<file path="src/rtl/adder_result_accumulator.sv">
// Sums COUNT adder results ({cout,sum}) into an ACC_WIDTH total with sticky wrap flag and early flush.
// Total appears one cycle after the last accept and is held until out_ready takes it.
module adder_result_accumulator #(
  parameter int WIDTH     = 12,
  parameter int COUNT     = 4,
  parameter int ACC_WIDTH = 16
) (
  input  logic                 clk,
  input  logic                 rst,
  input  logic                 in_valid,
  output logic                 in_ready,
  input  logic [WIDTH-1:0]     in_sum,
  input  logic                 in_cout,
  input  logic                 flush,
  output logic [ACC_WIDTH-1:0] acc_out,
  output logic                 out_valid,
  input  logic                 out_ready,
  output logic                 overflow,
  output logic [7:0]           sample_cnt
);

  typedef enum logic {ACCUM, DONE} state_t;
  state_t state;

  logic [ACC_WIDTH:0] sum_next;
  logic               accept;
  logic               last;

  // One extra bit on the add exposes the carry out of the accumulator MSB.
  assign sum_next = {1'b0, acc_out} + (ACC_WIDTH+1)'({in_cout, in_sum});
  assign accept   = in_valid && in_ready;
  assign last     = (sample_cnt == 8'(COUNT - 1));

  always_ff @(posedge clk) begin
    if (rst) begin
      state      <= ACCUM;
      acc_out    <= '0;
      sample_cnt <= '0;
      overflow   <= 1'b0;
      out_valid  <= 1'b0;
      in_ready   <= 1'b1;
    end else begin
      case (state)
        ACCUM: begin
          if (accept) begin
            acc_out    <= sum_next[ACC_WIDTH-1:0];
            overflow   <= overflow | sum_next[ACC_WIDTH];
            sample_cnt <= sample_cnt + 8'd1;
            if (last || flush) begin
              state     <= DONE;
              in_ready  <= 1'b0;
              out_valid <= 1'b1;
            end
          end else if (flush && sample_cnt != 8'd0) begin
            state     <= DONE;
            in_ready  <= 1'b0;
            out_valid <= 1'b1;
          end
        end
        DONE: begin
          if (out_ready) begin
            state      <= ACCUM;
            acc_out    <= '0;
            sample_cnt <= '0;
            overflow   <= 1'b0;
            out_valid  <= 1'b0;
            in_ready   <= 1'b1;
          end
        end
        default: begin
          state     <= ACCUM;
          out_valid <= 1'b0;
          in_ready  <= 1'b1;
        end
      endcase
    end
  end

endmodule

</file>
<file path="config.mk">
export PLATFORM = sky130hd
export DESIGN_NAME = adder_result_accumulator
export DESIGN_NICKNAME = d
export VERILOG_FILES = /design/src/rtl/adder_result_accumulator.sv
export SDC_FILE = /design/constraint.sdc
export NUM_CORES = 1
export LEC_CHECK = 0
export BUFFER_PORTS_ARGS = -buffer_cell sky130_fd_sc_hd__buf_2
export CORE_ASPECT_RATIO = 1.25
export CORE_MARGIN = 2
export CORE_UTILIZATION = 40
export DETAILED_ROUTE_END_ITERATION = 7
export GPL_TIMING_DRIVEN = 0
export SYNTH_ARGS = -nofsm -noshare
export SYNTH_HDL_FRONTEND = slang
export SYNTH_SLANG_ARGS = --single-unit
</file>
<file path="constraint.sdc">
create_clock -name clk -period 5.9 [get_ports clk]
set_input_delay 1.77 -clock clk [delete_from_list [all_inputs] [get_ports clk]]
set_output_delay 1.77 -clock clk [all_outputs]
set_load 0.01 [all_outputs]
</file>
Yosys cells after proc, flatten, opt, wreduce, memory -nomap -nowiden
Cells that the tools add are included.

Flip-flop bits (word level): 28. Bits of input ports: 18.

Bitwise gates (word level): 2. Mux-type cells: 23. $add $sub $neg: 2. Equal/unequal tests: 5. Reduce and logical (&&, ||, !) cells: 6.

Operator list (number): $mux W16 (2); $pmux W16 S2 (1); $add A16 B13 Y17 (1); $mux W8 (2); $pmux W8 S2 (1); $mux W1 (13); $add A8 B1 Y8 const B (1); $eq A8 B2 Y1 const B (1); $pmux W1 S2 (4); $reduce_bool A8 Y1 (1); $ne A3 B3 Y1 const B (2); $ne A2 B2 Y1 const B (2); $reduce_and A3 Y1 (1); $logic_and A1 B1 Y1 (2); $reduce_and A2 Y1 (1); $logic_or A1 B1 Y1 (1); $not A1 Y1 (1); $or A1 B1 Y1 (1).

Depth between registers and ports, before layout
Depth in word-level cells: 5. Depth in mapped cells: 8.

Worst setup path before layout
Ideal clock, no wire load.

Kind: input -> register. Start: in in_sum[0]. End: reg acc_out[10]. Slack: 2.449 ns. Library setup time: 0.117 ns. Arrival time: 3.333 ns. Cell stages on the path: 8. Cell sequence: ha_1 > inv_1 > fa_1 > nor2b_1 > o211ai_2 > a211oi_2 > o21ai_0 > a32o_1.

Longest elaborated chain between the ends: 3.

RTL lines: start: declaration (RTL line 12) `input logic [WIDTH-1:0] in_sum,`; $add A16 B13 Y17 (RTL line 30) `assign sum_next = {1'b0, acc_out} + (ACC_WIDTH+1)'({in_cout, in_sum});`; $mux W16 (RTL line 45) `if (accept) begin`; $pmux W16 S2 (RTL line 43) `case (state)`; end signal: assignment (RTL line 46) `acc_out <= sum_next[ACC_WIDTH-1:0];`; end: declaration (RTL line 15) `output logic [ACC_WIDTH-1:0] acc_out,`.

No other way between the ends. The select of a mux whose other input is x is not followed. A chain may end at the register's enable or synchronous reset.

Final worst setup path
Ends and elaborated chain as after synthesis.

==> qor.txt <==
===========================================================================================
Area growth from synthesis to layout                                                  17.9%
Average wire per cell in the routed design                                          13.1 um
Final critical-path required period                                                 3.55 ns
Seq. cell area                                                                     561 um^2
Core Footprint                                                                    4460 um^2
CTS Buf Count                                                                             3
FFs w/ async S/R, synth                                                                  0%
Number of iterations in the first detailed-routing pass                                   4
Final Max Slew Viols                                                                      0
Per-instance average area after synthesis                                         8.46 um^2
Slew @ Worst Pin                                                                   0.630 ns
Worst vdd ir                                                                         118 uV
Net switching component of the power                                                 199 uW
Final total negative setup slack                                                       0 ns
Fraction of the yosys area taken by sequential cells                                  30.0%
Period Utilization, post-route                                                        60.1%
Main synth FF type                                                             sky130_fd_sc_hd__dfxtp_1
Power density cells                                                             247 nW/um^2
Antenna Cells                                                                             0
Number of nets at the end of the flow                                                   304
Critical Path Source Type                                                         input pin
Switching share of power                                                              36.6%
Combinational family with the most area after synthesis                        compound AO/OA/AOI/OAI gates
Type of the worst setup path                                                   input pin to flip-flop
WL final                                                                            4270 um
Total of flip-flops plus latches after synthesis                                         28
Number of unique standard cell types used by synthesis                                   49
Synth Area in XOR/XNOR                                                                5.62%
Global-route total usage across every layer                                           16.7%
Clock root cell                                                                sky130_fd_sc_hd__clkbuf_8
Part of the total power dissipated in the clock network                               19.9%
Overflow after GRT                                                                        0
Pin count of the biggest net entering global routing                                     15
Number of buffers on the longest clock path                                               2
Number of I/O port buffers                                                               44
Worst Path Max Fanout                                                                     5
Number of antenna violations at the first check in global routing                         0
DRC Markers                                                                               0
Post-Place Cell Area                                                              2160 um^2
Unrepaired setup endpoints after global routing                                       false
Share of layout cells above drive strength 1                                          20.9%
Via total after detailed routing                                                       1773
LEAKAGE                                                                         0.000987 uW
Number of warnings printed during yosys synthesis                                         0
Std-Cell Rows                                                                            27
Number of nets with antenna violations after routing                                      0
Area of the multi-input gates                                                     1240 um^2
Compound-cell area share of the yosys netlist                                         29.4%
Maximum single-stage delay on the critical path                                     0.40 ns
Final hold violation count                                                                0
Status                                                                         finished, final reports clean
Filler cells                                                                            486
Simple-Gate Fraction of Synth Area                                                    18.5%
Worst endpoint data arrival time                                                    3.73 ns
Top-Level Pins                                                                           45
Post-Syn Instances                                                                      221
Crit. End Element                                                                 flip-flop
Post-CTS Repair Setup Buffers                                                             0
Clk_skew                                                                         0.00416 ns
Critical-path cell list                                                        buf_2 -> ha_1 -> inv_1 -> fa_1 -> nor2b_1 -> o211ai_2 -> a211oi_2 -> o21ai_0 -> a32o_1
H-Tree Level Count                                                                        1
Clock latency at the later pin of the worst-skew pair                               0.28 ns
Die X-Extent                                                                        65.1 um
Wire length of the first global-routing pass                                        6980 um
End-of-flow core utilization                                                          49.4%
Fraction of power consumed by sequential logic                                        40.8%
Number of design-rule violations left by the first detailed-router iteration             93
Type of the worst min-delay path                                               flip-flop to flip-flop
CTS tree                                                                              built
Worst path slowest cell                                                        sky130_fd_sc_hd__fa_1
Synth Area in Adders                                                                  11.1%
Net Count, Synth                                                                        255
Overall die height                                                                  80.4 um
Power Total                                                                          545 uW
Post-route standard cell area excluding fillers                                   2200 um^2
Endpoint required time on the critical path                                         6.08 ns
Vias per cell                                                                          5.44
Internal portion of total power                                                      346 uW
Post-cts sizing count                                                                     0
Vias in the first global route                                                         1599
Worst slack on hold paths                                                          0.489 ns
Number of max-capacitance violations reported                                             0
Headroom to the max-slew limit                                                        57.8%
Share of synthesized area spent on multiplexers                                       1.61%
HPWL after detailed placement                                                       3300 um
Max frequency                                                                       282 MHz
Sinks on the clock net                                                                   28
Effective utilization at floorplan                                                    41.9%
Clock-pin slew on the worst setup and hold paths                                    0.10 ns
Placer Congestion                                                                     0.822
Die Outline Area                                                                  5240 um^2
Post-cts hold buffer count                                                                0
Register-to-register path setup slack                                               3.54 ns
Relative contribution of combinational cells to total power                           39.3%
Mapped Area                                                                       1870 um^2
Final setup violating endpoints                                                           0
Number of enable-type register cells in the synthesized netlist                           0
===========================================================================================
power groups by stage:
stage               Clock (uW)  Combinational, uW  Sequential, uW
global route               119                242             225
detailed placement           0                215             227
CTS                        113                215             223
floorplan                    0                152             233
finish                     108                214             223
global placement             0                214             227
sequential cells by signal (all words and copies together) (netlist names):
register	cells
acc_out	16
in_ready	1
out_valid	1
overflow	1
sample_cnt	8
state	1
cells in the final DEF (no fill, tap or decap), types with 3 or more instances in the layout:
master | synthesis | layout
sky130_fd_sc_hd__xnor2_1 | 8 | 8
sky130_fd_sc_hd__o21ai_0 | 11 | 11
sky130_fd_sc_hd__and3_1 | 4 | 4
sky130_fd_sc_hd__clkbuf_1 | 5 | 5
sky130_fd_sc_hd__mux2i_1 | 3 | 3
sky130_fd_sc_hd__ha_1 | 15 | 15
sky130_fd_sc_hd__nand2_1 | 13 | 13
sky130_fd_sc_hd__inv_1 | 11 | 11
sky130_fd_sc_hd__dfxtp_1 | 28 | 28
sky130_fd_sc_hd__xor2_1 | 4 | 4
sky130_fd_sc_hd__a21o_1 | 4 | 4
sky130_fd_sc_hd__clkbuf_8 | 0 | 3
sky130_fd_sc_hd__nand3_1 | 3 | 3
sky130_fd_sc_hd__a22oi_1 | 6 | 6
sky130_fd_sc_hd__nor2_1 | 23 | 23
sky130_fd_sc_hd__a21oi_1 | 16 | 16
sky130_fd_sc_hd__a211oi_1 | 4 | 4
sky130_fd_sc_hd__buf_2 | 2 | 46
sky130_fd_sc_hd__o21a_1 | 5 | 5
sky130_fd_sc_hd__a32o_1 | 3 | 3
sky130_fd_sc_hd__nor2b_1 | 3 | 3
sky130_fd_sc_hd__o21bai_1 | 4 | 4
sky130_fd_sc_hd__a22o_1 | 3 | 3
sky130_fd_sc_hd__a31oi_1 | 3 | 3
sky130_fd_sc_hd__nand4_1 | 5 | 5
sky130_fd_sc_hd__o2111ai_1 | 3 | 3
worst max-delay path: cells and delay by family:
kind,cells,cell delay (ns)
AO/OA/AOI/OAI,4,0.95
adder cells (fa/ha/maj),2,0.59
AND/OR/NAND/NOR,1,0.26
buffers and inverters,2,0.14
metal layers:
layer,vias to the layer above,global-route usage (%),wire length [um],part of all wire (%)
met1,811,21.4,2040,48
li1,912,-,-,-
met3,7,2.10,182,4.3
met5,-,0,0,0
met2,43,29.3,1990,47
met4,0,5.00,61,1.4
cell type report:
class / count / share of cell area [%]
timing repair buffer: 44 / 9.99
clock buffer: 3 / 1.87
inverter: 11 / 1.87
multi-input combinational: 175 / 56.2
buffer: 7 / 1.31
tap: 58 / 3.29
sequential: 28 / 25.4
final timing paths:
kind                from           to  cells past startpoint
max            in_sum[0]  acc_out[10]                      9
min          acc_out[15]  acc_out[15]                      2
max reg2reg   acc_out[0]  acc_out[10]                      8
min reg2reg  acc_out[15]  acc_out[15]                      2
Yosys cell counts, types with 4 or more instances:
cell                       instances  share of area, %
sky130_fd_sc_hd__nor2_1           23               4.6
sky130_fd_sc_hd__o21a_1            5               2.0
sky130_fd_sc_hd__a211oi_1          4               1.6
sky130_fd_sc_hd__dfxtp_1          28                30
sky130_fd_sc_hd__ha_1             15                10
sky130_fd_sc_hd__and3_1            4               1.3
sky130_fd_sc_hd__xnor2_1           8               3.7
sky130_fd_sc_hd__nand4_1           5               1.7
sky130_fd_sc_hd__a22oi_1           6               2.4
sky130_fd_sc_hd__a21oi_1          16               4.3
sky130_fd_sc_hd__o21ai_0          11               2.9
sky130_fd_sc_hd__clkbuf_1          5               1.0
sky130_fd_sc_hd__xor2_1            4               1.9
sky130_fd_sc_hd__inv_1            11               2.2
sky130_fd_sc_hd__o21bai_1          4               1.6
sky130_fd_sc_hd__a21o_1            4               1.6
sky130_fd_sc_hd__nand2_1          13               2.6
per-stage QoR:
stage | std cells | setup WS, ns
final | 326 | 2.35
after global routing | 326 | 2.23
after CTS | 326 | 2.39
after detailed placement | 323 | 2.09
after global placement | 323 | 2.12
after floorplan | 221 | 2.45
logic make-up (layout without fill, tap and decap cells):
family	after synthesis	count (layout)
AO/OA/AOI/OAI	76	76
XOR/XNOR	12	12
adder cells (fa/ha/maj)	16	16
buffers and inverters	18	65
flip-flops	28	28
multiplexers	3	3
AND/OR/NAND/NOR	68	68
(Power assumes the default switching activity.)
